$ cat src/rtl/uart_fifo_tx.sv
// uart_fifo_tx: drains a one-cycle-latency synchronous FIFO and sends each word as 8N1 (8E1 with UART_TX_PARITY_EN).
// Ports: clk, srst (sync active-high reset), fifo_empty, fifo_dout[DATA_WD] in;
//        fifo_rd_en (one-cycle read strobe), uart_tx (registered line, idle high),
//        tx_busy (strobe cycle through last stop cycle), tx_done (last stop cycle) out.
// Optional feature macro: UART_TX_PARITY_EN adds an even-parity bit between data and stop.
module uart_fifo_tx #(
  parameter int CLK_FREQ = 50_000_000,
  parameter int BAUD = 115200,
  parameter int DATA_WD = 8
) (
  input  logic               clk,
  input  logic               srst,
  input  logic               fifo_empty,
  input  logic [DATA_WD-1:0] fifo_dout,
  output logic               fifo_rd_en,
  output logic               uart_tx,
  output logic               tx_busy,
  output logic               tx_done
);
  localparam int BAUD_DIV = CLK_FREQ / BAUD;
  localparam int CW = BAUD_DIV > 1 ? $clog2(BAUD_DIV) : 1;
  localparam int BW = DATA_WD > 1 ? $clog2(DATA_WD) : 1;
  localparam logic [CW-1:0] CNT_MAX = CW'(BAUD_DIV - 1);
  localparam logic [BW-1:0] BIT_MAX = BW'(DATA_WD - 1);
  if (BAUD_DIV < 2) begin : g_baud_chk
    $error("uart_fifo_tx: BAUD_DIV must be at least 2");
  end
`ifdef UART_TX_PARITY_EN
  typedef enum logic [2:0] {IDLE, LOAD, START, DATA, PARITY, STOP} state_t;
`else
  typedef enum logic [2:0] {IDLE, LOAD, START, DATA, STOP} state_t;
`endif
  state_t state, state_n;
  logic [CW-1:0] cnt;
  logic [BW-1:0] bit_cnt;
  logic [DATA_WD-1:0] sh;
  logic tx_n;
  logic wrap;
  assign wrap = cnt == CNT_MAX;
  // Reset has priority over a pending read so no word is popped while it is asserted.
  assign fifo_rd_en = state == IDLE && !fifo_empty && !srst;
  assign tx_busy = fifo_rd_en || state != IDLE;
  assign tx_done = state == STOP && wrap && !srst;
`ifdef UART_TX_PARITY_EN
  logic par;
  always_ff @(posedge clk) begin
    if (srst) par <= 1'b0;
    else if (state == LOAD) par <= ^fifo_dout;
  end
`endif
  // tx_n is the line level for the next cycle, so the registered line lines up with the state.
  always_comb begin
    state_n = state;
    tx_n = uart_tx;
    case (state)
      IDLE: begin
        tx_n = 1'b1;
        state_n = fifo_rd_en ? LOAD : IDLE;
      end
      LOAD: begin
        tx_n = 1'b0;
        state_n = START;
      end
      START: if (wrap) begin
        tx_n = sh[0];
        state_n = DATA;
      end
      DATA: if (wrap) begin
        if (bit_cnt == BIT_MAX) begin
`ifdef UART_TX_PARITY_EN
          tx_n = par;
          state_n = PARITY;
`else
          tx_n = 1'b1;
          state_n = STOP;
`endif
        end else begin
          tx_n = sh[1];
        end
      end
`ifdef UART_TX_PARITY_EN
      PARITY: if (wrap) begin
        tx_n = 1'b1;
        state_n = STOP;
      end
`endif
      STOP: if (wrap) begin
        tx_n = 1'b1;
        state_n = IDLE;
      end
      default: begin
        tx_n = 1'b1;
        state_n = IDLE;
      end
    endcase
  end
  always_ff @(posedge clk) begin
    if (srst) begin
      state <= IDLE;
      uart_tx <= 1'b1;
      cnt <= '0;
      bit_cnt <= '0;
      sh <= '0;
    end else begin
      state <= state_n;
      uart_tx <= tx_n;
      cnt <= (state == IDLE || state == LOAD || wrap) ? '0 : cnt + 1'b1;
      bit_cnt <= state == LOAD ? '0 : (state == DATA && wrap) ? bit_cnt + 1'b1 : bit_cnt;
      sh <= state == LOAD ? fifo_dout : (state == DATA && wrap) ? sh >> 1 : sh;
    end
  end
endmodule

$ cat config.mk
export PLATFORM = sky130hd
export DESIGN_NAME = uart_fifo_tx
export DESIGN_NICKNAME = d
export VERILOG_FILES = /design/src/rtl/uart_fifo_tx.sv
export SDC_FILE = /design/constraint.sdc
export NUM_CORES = 1
export LEC_CHECK = 0
export BUFFER_PORTS_ARGS = -buffer_cell sky130_fd_sc_hd__buf_2
export CORE_MARGIN = 5
export CORE_UTILIZATION = 45
export DETAILED_ROUTE_END_ITERATION = 10
export GPL_TIMING_DRIVEN = 1
export HOLD_SLACK_MARGIN = 0.1
export REMOVE_ABC_BUFFERS = 1
export SYNTH_ARGS = -nofsm -noshare
export SYNTH_HDL_FRONTEND = slang
export SYNTH_SLANG_ARGS = --single-unit
$ cat constraint.sdc
create_clock -name clk -period 1.7 [get_ports clk]
set_input_delay 0.34 -clock clk [delete_from_list [all_inputs] [get_ports clk]]
set_output_delay 0.34 -clock clk [all_outputs]
set_load 0.02 [all_outputs]
Word-level counts from Yosys, hierarchy flattened
Index checks and enable logic that the tools add are counted.

word-level totals
  output and inout port bits = 4
  register bits after elaboration = 24
  logic and storage cells = 47
  bits of input ports = 11

cells by class
  eq/ne operators = 10
  muxes and demuxes = 13
  reduce and logical (&&, ||, !) cells = 17
  $add $sub $neg = 2

operators with widths
  operator                                             number
  2-to-1 mux 8 bit                                     2
  one-hot mux 3 bit (5 select lines)                   1
  2-to-1 mux 3 bit                                     4
  adder 9 x 1 -> 9 bit, second input constant          1
  equality test 9 bit, second input constant           1
  inequality test 2 bit, second input constant         4
  equality test 3 x 2 -> 1 bit, second input constant  2
  equality test 3 bit, second input constant           2
  logical AND 1 bit                                    5
  2-to-1 mux 1 bit                                     5
  one-hot mux 1 bit (4 select lines)                   1
  AND reduction 4 bit                                  1
  OR reduction 2 bit                                   2
  adder 3 x 1 -> 3 bit, second input constant          1
  equality test 3 x 1 -> 1 bit, second input constant  1
  logical NOT 3 bit                                    1
  logical OR 1 bit                                     3
  AND reduction 3 bit                                  1
  nonzero test 3 bit                                   1
  logical NOT 1 bit                                    2
  nonzero test 2 bit                                   1

Logic depth before layout (Yosys ltp)
Gate-level depths: netlist (run 1).

  word-level depth = 5
  mapped depth = 7
  depth with buffers taken out = 6

Least setup slack after synthesis (run 1)
OpenSTA, ideal clock, no wires.

  path kind = reg2out
  from = reg state[2]
  to = out tx_busy
  slack = -0.212 ns
  arrival = 1.572 ns
  data required time = 1.360 ns
  buffers on the path = 1
  stages on the path, launching flop included = 5
  path through = dfxtp_1 clkbuf_2 or3_1 nor3_1 or2_2

on the way
  longest elaborated chain between the ends = 4
  elaborated cells between the ends (all ways) = 5
  those cells by class = reduce/logical: 5

RTL lines
  what                            line  source
  start, declared                 33    state_t state, state_n;
  start signal, assigned          105   state <= state_n;
  logical NOT 3 bit               41    assign fifo_rd_en = state == IDLE && !fifo_empty && !srst;
  logical AND 1 bit (2 in a row)  41
  net fifo_rd_en                  15    output logic fifo_rd_en,
  logical OR 1 bit                42    assign tx_busy = fifo_rd_en || state != IDLE;
  end, declared                   17    output logic tx_busy,

The timed path passes the listed nets, and every way through them passes these cells.

Worst setup path in the final report (run 1)
  from = reg cnt[1]
  to = out tx_done

on the way
  longest elaborated chain between the ends = 3

RTL lines
  what                            line  source
  start, declared                 34    logic [CW-1:0] cnt;
  start signal, assigned          107   cnt <= (state == IDLE || state == LOAD || wrap) ? '0 : cnt + 1'b1;
  equality test 9 bit             39    assign wrap = cnt == CNT_MAX;
  logical AND 1 bit (2 in a row)  43    assign tx_done = state == STOP && wrap && !srst;
  end, declared                   18    output logic tx_done

No other way between the ends.

==> impl_metrics.toml, run 1 <==
[run_status]
outcome = "finished with violations"
violations = "setup timing"

[worst_setup_path]
cp_max_fo = 2
cp-end-kind = "output pin"
crit_required_ns = 1.36
r2r_cells = 8
cp.arrival_ns = 1.51
cp_slowest_cell = "dfxtp_2"
cp-start-kind = "flop"
cpPeakStageDelay_ns = 0.34
critPathKind = "flop to output pin"
critical_path.cell_chain = "inv_2 -> ha_4 -> and4b_4 -> and2_4 -> nor3b_2 -> buf_4"

[global_route]
first_global_vias = 952
grt_max_degree = 13
grt_use_total = 0.150
grt.overflow.total = 0
antenna_found_initial = 0
grt_first_pass_wirelength_mm = 4.13

[synthesis]
yosysUniqueCellTypes = 41
synth_compound_area_frac = 0.129
yosysSeqAreaShare = 0.407
yosys.area_share.adder = 0.0424
synthArstFlopShare = 0
syn_inst = 125
synth.avg_cell_area_sq_um = 9.45
synthXorXnorAreaFrac = 0.0593
ys_warn_count = 0
synthSimpleGateAreaFrac = 0.280
synth_mux_area_frac = 0.0254
synth_ff_type = "dfxtp_1"
synth_top_family_by_area = "simple AND/OR/NAND/NOR gates"
ys_seq_elements = 24
synth-edff-count = 0
syn-cell-area_sq_mm = 0.00118

[clocking]
root_buffer = "clkbuf_4"
clk_pin_slew_ns = 0.12
clkSinkCount = 24
insertion_delay_ns = 0.31
numCtsBuffers = 3
cts_hold_buf = 0
cts_tree = "done"
htree_num_levels = 1
clk_path_buf_depth = 2

[sta]
fin_crit_ns = 1.85
hold_viol_final = 0
rsz0062_at_grt = "true"
post-route-period-util = 1.09
setup_viol = 3
hold_ws_ns = 0.252
fmax_mhz = 540
tightest_slew_ns = 0.419
skew_ns = 0.00498
drv_slew = 0
relSlewSlack = 0.721
setup_ws_ns = -0.154

[finish]
drive_gt1_frac = 0.377
syn_to_final_growth_pct = 18.9
fin_util = 0.562
layout_common_cells = "dfxtp_1, buf_4, nand3_1, buf_2, a21oi_1"
fillers = 231
fin_cells = 176
final_common_cell = "dfxtp_1"
fin_nets = 163
diodes = 0

[drt]
drc = 0
dr.pass1.iters = 4
wirelength_mm = 2.26
vias = 966
drtIter0Drc = 27
ant_nets = 0
routedWlPerCell_microns = 12.8
vias_per_cell = 5.49

[die]
die_area_sq_mm = 0.00375
start_util = 0.472
die-width_microns = 61.2
core_sq_mm = 0.00250
io-pin-count = 15
rows = 18
dieHeight_microns = 61.2

[power_and_ir_drop]
vdd_ir_drop_max_mv = 0.553
cellPowerDensity_mw_per_mm2 = 726
p_leak_nw = 0.514
p_total_mw = 1.02

[place]
numPortBuffers = 14
routabilityCongestion = 0.780
hpwlAfterDp_mm = 1.63
dp.cells = 169
dp_slack_ns = 0.0615

[min_path]
hp-class = "primary input to flop"
worst_hold_path.num_cells = 3

[flow_run]
cap_violations = 0
-- cells in the mapped netlist, types with 2 or more instances --
cell	count	share of area
dfxtp_1	24	0.41
nor3_1	5	0.021
nor2_2	7	0.037
inv_1	3	0.0095
buf_2	2	0.0085
buf_4	2	0.013
buf_6	2	0.019
a22oi_1	7	0.044
xnor2_1	5	0.037
nand4_1	2	0.011
nand2_1	5	0.016
xor2_1	3	0.022
or3_1	3	0.016
o211ai_1	2	0.013
mux2i_1	3	0.025
nand3_1	11	0.047
a21oi_1	9	0.038
nor2_1	3	0.0095
nand2b_1	2	0.011
ha_1	4	0.042
-- sequential cells by signal (all words and copies together) (netlist names) --
signal	cells
sh	8
cnt	9
uart_tx	1
bit_cnt	3
state	3
-- critical path, delay by kind of cell (launching register included) --
| kind | cells | cell delay [ns] |
|---|---|---|
| DFF | 1 | 0.34 |
| and+or+nand+nor | 3 | 0.53 |
| adders and majority gates | 1 | 0.11 |
| buffers and inverters | 2 | 0.22 |
-- final cells by class --
class                           instances  area, sq um  area share
Clock buffer                            3         22.5      0.0160
Inverter                                3         11.3     0.00802
Multi-Input combinational cell         90          668       0.476
Sequential cell                        24          489       0.348
Tap cell                               30         37.5      0.0267
Timing Repair Buffer                   26          175       0.125
-- logic make-up after synthesis --
logic type | after synthesis
compound gates | 23
xor+xnor | 8
fa+ha+maj | 4
buf+inv | 11
flops | 24
mux | 3
simple gates | 52
-- path summary, 6_finish.rpt --
check / to / slack (ns) / from
setup reg to reg: cnt[4]$_SDFF_PP0_ / 0.02 / cnt[1]$_SDFF_PP0_
hold / removal: sh[7]$_SDFFE_PP0P_ / 0.25 / fifo_dout[7]
setup / recovery: tx_done / -0.15 / cnt[1]$_SDFF_PP0_
hold reg to reg: sh[7]$_SDFFE_PP0P_ / 0.47 / sh[7]$_SDFFE_PP0P_
-- layer usage --
metal  routed length [microns]  vias to the layer above  global-route usage
met3                       116                        5              0.0335
met2                      1080                       16               0.254
met5                         0                        -                   0
met1                      1010                      459               0.179
met4                        49                        0              0.0743
li1                          -                      486                   -
-- report_power, final --
group / leakage (nW) / internal (mW) / switching (mW)
Sequential: 0.197 / 0.587 / 0.0172
Clock: 0.0138 / 0.0830 / 0.160
Combinational: 0.303 / 0.0828 / 0.0886
-- per-stage QoR --
stage          setup TNS (ns)  cell area [sq um]
2_1_floorplan          -0.245               1120
3_3_place_gp                0               1290
3_5_place_dp                0               1290
4_1_cts                -0.271               1380
5_1_grt                -0.752               1400
6_report               -0.240               1400
-- what timing repair did --
| item | in CTS | in global routing |
|---|---|---|
| pin swaps | 1 | 0 |
| resized for setup | 16 | 3 |
| buffers inserted | 2 | 2 |
| endpoints found under the setup margin | 3 | 12 |
| hold endpoints to repair | 0 | 0 |
Note: power is estimated with default switching activity, not from simulation.
==> run 2: changes to the inputs <==
--- a/config.mk
+++ b/config.mk
@@ -6,6 +6,7 @@
 export NUM_CORES = 1
 export LEC_CHECK = 0
 export BUFFER_PORTS_ARGS = -buffer_cell sky130_fd_sc_hd__buf_2
+export CORE_ASPECT_RATIO = 2
 export CORE_MARGIN = 5
 export CORE_UTILIZATION = 45
 export DETAILED_ROUTE_END_ITERATION = 10
==> run 2 against run 1 <==
Effect of this change: the run still ends with setup timing left; first-iteration DRC count fell by 26%; largest cell class unchanged; utilization fell by 0.58 points; routed wire length rose by 7.1%; hold slack improved by 0.064 ns; global-route usage barely moved; sequential power barely moved; flip-flop and latch count did not move; clock power rose by 58%; via count rose by 0.21%; power rose by 13%; maximum frequency rose by 3.9%.
==> impl_metrics.toml, run 2 (synthesis gave the netlist of run 1 again) <==
[run_status]
violations = "setup timing"
outcome = "finished with violations"

[finish]
reg.largest.list = "cnt: 9 flops, sh: 8 flops"
fillers = 232
layout_common_cells = "dfxtp_1, buf_2, buf_4, nand3_1, a21oi_1"
largest_reg_flops = 9
fin_util = 0.556
diodes = 0
final_common_cell = "dfxtp_1"
drive_gt1_frac = 0.361
fin_nets = 163
syn_to_final_growth_pct = 19.4
top_register = "cnt"

[sta]
skew_ns = 0.00266
hold_viol_final = 0
post-route-period-util = 1.05
rsz0062_at_grt = "true"
fin_crit_ns = 1.78
tightest_slew_ns = 0.332
fmax_mhz = 560
setup_ws_ns = -0.0843
relSlewSlack = 0.778
setup_viol = 2
drv_slew = 0

[die]
io-pin-count = 15
rows = 26
die-width_microns = 46.2
core_sq_mm = 0.00254
die_area_sq_mm = 0.00381
dieHeight_microns = 82.5
start_util = 0.465

[worst_setup_path]
rrSetupSlack_ns = 0.03
critical_path.cell_chain = "ha_4 -> and4b_4 -> and2_4 -> nor3b_2 -> buf_4"
path_buf_inv = 1
cp.arrival_ns = 1.44
cp-start-kind = "flop"
cp-end-kind = "output pin"
cpPeakStageDelay_ns = 0.38
critPathKind = "flop to output pin"
cp_slowest_cell = "dfxtp_2"
cp_max_fo = 2
crit_required_ns = 1.36
path_delay_family = "simple AND/OR/NAND/NOR gates"

[global_route]
antenna_found_initial = 0
first_global_vias = 1002
grt_max_degree = 15
grt_use_total = 0.150
grt.overflow.total = 0
grt_first_pass_wirelength_mm = 4.24

[clocking]
cts_tree = "done"
numCtsBuffers = 3
clkSinkCount = 24
cts_hold_buf = 0
clk_path_buf_depth = 2
htree_num_levels = 1
root_buffer = "clkbuf_8"
clk_pin_slew_ns = 0.08
insertion_delay_ns = 0.26

[power_and_ir_drop]
p_leak_nw = 0.528
vdd_ir_drop_max_mv = 0.603
p_total_mw = 1.15
cellPowerDensity_mw_per_mm2 = 815

[drt]
vias = 968
routedWlPerCell_microns = 13.8
drc = 0
vias_per_cell = 5.53
drtIter0Drc = 20
ant_nets = 0
dr.pass1.iters = 4
wirelength_mm = 2.42

[place]
numPortBuffers = 14
hpwlAfterDp_mm = 1.82
routabilityCongestion = 0.826

[flow_run]
cap_violations = 0

[min_path]
hp-class = "primary input to flop"
run 2: routing by layer:
layer / part of all wire / GRT usage / vias up
met2: 0.57 / 0.283 / 12
met4: 0.028 / 0.0769 / 0
li1: - / - / 483
met5: 0 / 0 / -
met3: 0.021 / 0.0195 / 6
met1: 0.38 / 0.148 / 467
run 2: final timing paths:
path,start,end,cells after the start
max,cnt[0]$_SDFF_PP0_,tx_done,5
max reg2reg,cnt[1]$_SDFF_PP0_,cnt[6]$_SDFF_PP0_,8
min,fifo_dout[7],sh[7]$_SDFFE_PP0P_,3
min reg2reg,sh[4]$_SDFFE_PP0P_,sh[4]$_SDFFE_PP0P_,2
run 2: layout make-up:
cell class	count	area (sq um)	area share
multi-input combinational	90	652	0.462
inverter	3	11.3	0.00799
tap	28	35.0	0.0248
sequential	24	484	0.343
clock buffer	4	55.1	0.0390
timing repair buffer	26	173	0.122
run 2: metrics by stage:
stage	hold slack, ns	area, sq um	setup TNS [ns]	std cells	setup slack (ns)
after CTS	0.313	1410	-0.138	175	-0.0849
after global placement	0.454	1300	0	168	0.0908
after floorplan	0.409	1120	-0.245	117	-0.142
after detailed placement	0.464	1300	0	168	0.0681
final	0.316	1410	-0.135	175	-0.0843
after global routing	0.365	1410	-0.439	175	-0.159
run 2: repair_timing:
item                                    4_1_cts  5_1_grt
endpoints found under the setup margin        2       19
pin swaps                                     1        2
buffers inserted                              3        0
resized for setup                            10        2
hold endpoints to repair                      0        0
run 2: tightest hold or removal path: stages:
cell	delay [ns]
buf_2	0.10
nand2_1	0.04
a21oi_1	0.06
run 2: power breakdown:
| part | internal [mW] | switching (mW) | leakage, nW |
|---|---|---|---|
| clock network | 0.207 | 0.178 | 0.0288 |
| registers | 0.586 | 0.0166 | 0.196 |
| logic | 0.0754 | 0.0870 | 0.303 |
| total | 0.868 | 0.282 | 0.528 |
==> run 3: changes to the inputs <==
--- a/config.mk
+++ b/config.mk
@@ -5,7 +5,7 @@
 export SDC_FILE = /design/constraint.sdc
 export NUM_CORES = 1
 export LEC_CHECK = 0
-export BUFFER_PORTS_ARGS = -buffer_cell sky130_fd_sc_hd__buf_2
+export BUFFER_PORTS_ARGS = -buffer_cell sky130_fd_sc_hd__buf_4
 export CORE_ASPECT_RATIO = 2
 export CORE_MARGIN = 5
 export CORE_UTILIZATION = 45
==> run 3 against run 2 <==
Effect of this change: the run still ends with setup timing left; routed wire length rose by 3.3%; worst setup slack better by 0.033 ns; via count is 0.31% higher; sequential power about the same; combinational power grew 11%; critical path depth increased by 1; largest power group unchanged; final cell count down 0.57%; maximum frequency up 1.9%; critical endpoint unchanged; final area rose by 3.8%; global-route usage is 0.98 points lower; power increased by 2.1%.
==> impl_metrics.toml, run 3 (synthesis gave the netlist of run 1 again) <==
[sta]
post-route-period-util = 1.03
setup_tns_ns = -0.0966
hold_viol_final = 0
relSlewSlack = 0.719
skew_ns = 0.00292
rsz0062_at_grt = "true"
setup_ws_ns = -0.0511
setup_viol = 2
drv_slew = 0
fin_crit_ns = 1.75
tightest_slew_ns = 0.421
fmax_mhz = 571

[worst_setup_path]
crit_required_ns = 1.36
cp-end-kind = "output pin"
cpPeakStageDelay_ns = 0.33
cp-start-kind = "flop"
cp.arrival_ns = 1.41
critical_path.cell_chain = "inv_2 -> ha_4 -> and4b_4 -> and2_4 -> nor3b_2 -> buf_4"
cp_max_fo = 2
path_delay_family = "simple AND/OR/NAND/NOR gates"
critPathKind = "flop to output pin"
path_buf_inv = 2
cp_slowest_cell = "dfxtp_2"
rrSetupSlack_ns = 0.03

[clocking]
numCtsBuffers = 3
root_buffer = "clkbuf_8"
clkSinkCount = 24
clk_pin_slew_ns = 0.09
htree_num_levels = 1
insertion_delay_ns = 0.26
clk_path_buf_depth = 2
cts_tree = "done"

[run_status]
outcome = "finished with violations"
violations = "setup timing"

[power_and_ir_drop]
vdd_ir_drop_max_mv = 0.526
cellPowerDensity_mw_per_mm2 = 802
p_leak_nw = 0.537

[global_route]
grt_first_pass_wirelength_mm = 4.06
grt_use_total = 0.140
antenna_found_initial = 0
first_global_vias = 970
grt.overflow.total = 0
grt_max_degree = 14

[finish]
drive_gt1_frac = 0.390
reg.largest.list = "cnt: 9 flops, sh: 8 flops"
final_common_cell = "buf_4"
diodes = 0
fillers = 250
largest_reg_flops = 9
fin_nets = 162
syn_to_final_growth_pct = 23.9
layout_common_cells = "buf_4, dfxtp_1, nand3_1, a21oi_1, a22oi_1"
top_register = "cnt"

[place]
numPortBuffers = 14
routabilityCongestion = 0.811
dp_slack_ns = 0.0819
hpwlAfterDp_mm = 1.84

[drt]
wirelength_mm = 2.50
ant_nets = 0
dr.pass1.iters = 4
drtIter0Drc = 18
vias = 971
vias_per_cell = 5.58
drc = 0
routedWlPerCell_microns = 14.4

[die]
start_util = 0.465
die_area_sq_mm = 0.00381
rows = 26
die-width_microns = 46.2
core_sq_mm = 0.00254
io-pin-count = 15
dieHeight_microns = 82.5

[flow_run]
cap_violations = 0

[min_path]
hp-class = "primary input to flop"
-- run 3: cell count changes in the layout (fill, tap and decap cells not counted), moves of 2 or more --
cell / before / now
buf_2: 12 / 0
buf_4: 12 / 22
dfxtp_1: 21 / 18
dfxtp_2: 3 / 5
or3_1: 3 / 1
or3_4: 0 / 2
-- run 3: routing by layer --
| layer | GRT usage | routed length [microns] | up-vias | part of all wire |
|---|---|---|---|---|
| met5 | 0 | 0 | - | 0 |
| met4 | 0.0342 | 14 | 0 | 0.0056 |
| met3 | 0.0195 | 44 | 2 | 0.018 |
| met2 | 0.272 | 1500 | 6 | 0.60 |
| met1 | 0.149 | 944 | 475 | 0.38 |
| li1 | - | - | 488 | - |
-- run 3: final timing paths --
kind / start / end / cells after the start
max: cnt[1]$_SDFF_PP0_ / tx_done / 6
min: srst / state[0]$_SDFFE_PP0P_ / 2
max reg2reg: cnt[1]$_SDFF_PP0_ / cnt[3]$_SDFF_PP0_ / 8
min reg2reg: sh[2]$_SDFFE_PP0P_ / sh[2]$_SDFFE_PP0P_ / 2
-- run 3: power by group --
group          internal [mW]  switching (mW)
sequential             0.586          0.0197
combinational         0.0908          0.0891
clock                  0.207           0.183
-- run 3: repair_timing --
item                                    CTS  global route
gates cloned                              0             1
pin swaps                                 1             0
endpoints found under the hold margin     0             0
endpoints found under the setup margin    3            12
buffers inserted                          2             0
gates resized for setup                  14             7
hold buffers                              0             0
-- run 3: final cells by class --
cell class                 count  area [sq um]  area share
multi-input combinational     90           673       0.460
sequential                    24           490       0.335
timing repair buffer          25           199       0.136
clock buffer                   4          55.1      0.0376
tap                           28          35.0      0.0239
inverter                       3          11.3     0.00769
-- run 3: stage by stage --
step | cell area (sq um) | power (mW) | util | hold slack (ns) | instances
global route | 1460 | 1.22 | 0.577 | 0.313 | 174
CTS | 1440 | 1.18 | 0.566 | 0.304 | 173
global placement | 1330 | 0.773 | 0.522 | 0.454 | 167
floorplan | 1120 | 0.705 | - | 0.409 | 117
detailed placement | 1330 | 0.777 | 0.522 | 0.463 | 167
finish | 1460 | 1.17 | 0.577 | 0.312 | 174
-- run 3: worst reg2reg max path, cell delays in order (launching register included) --
cell,delay [ns]
dfxtp_2,0.34
inv_2,0.04
ha_4,0.14
and4b_4,0.19
and2_4,0.13
buf_4,0.14
or3_4,0.38
buf_6,0.15
nor2_4,0.09
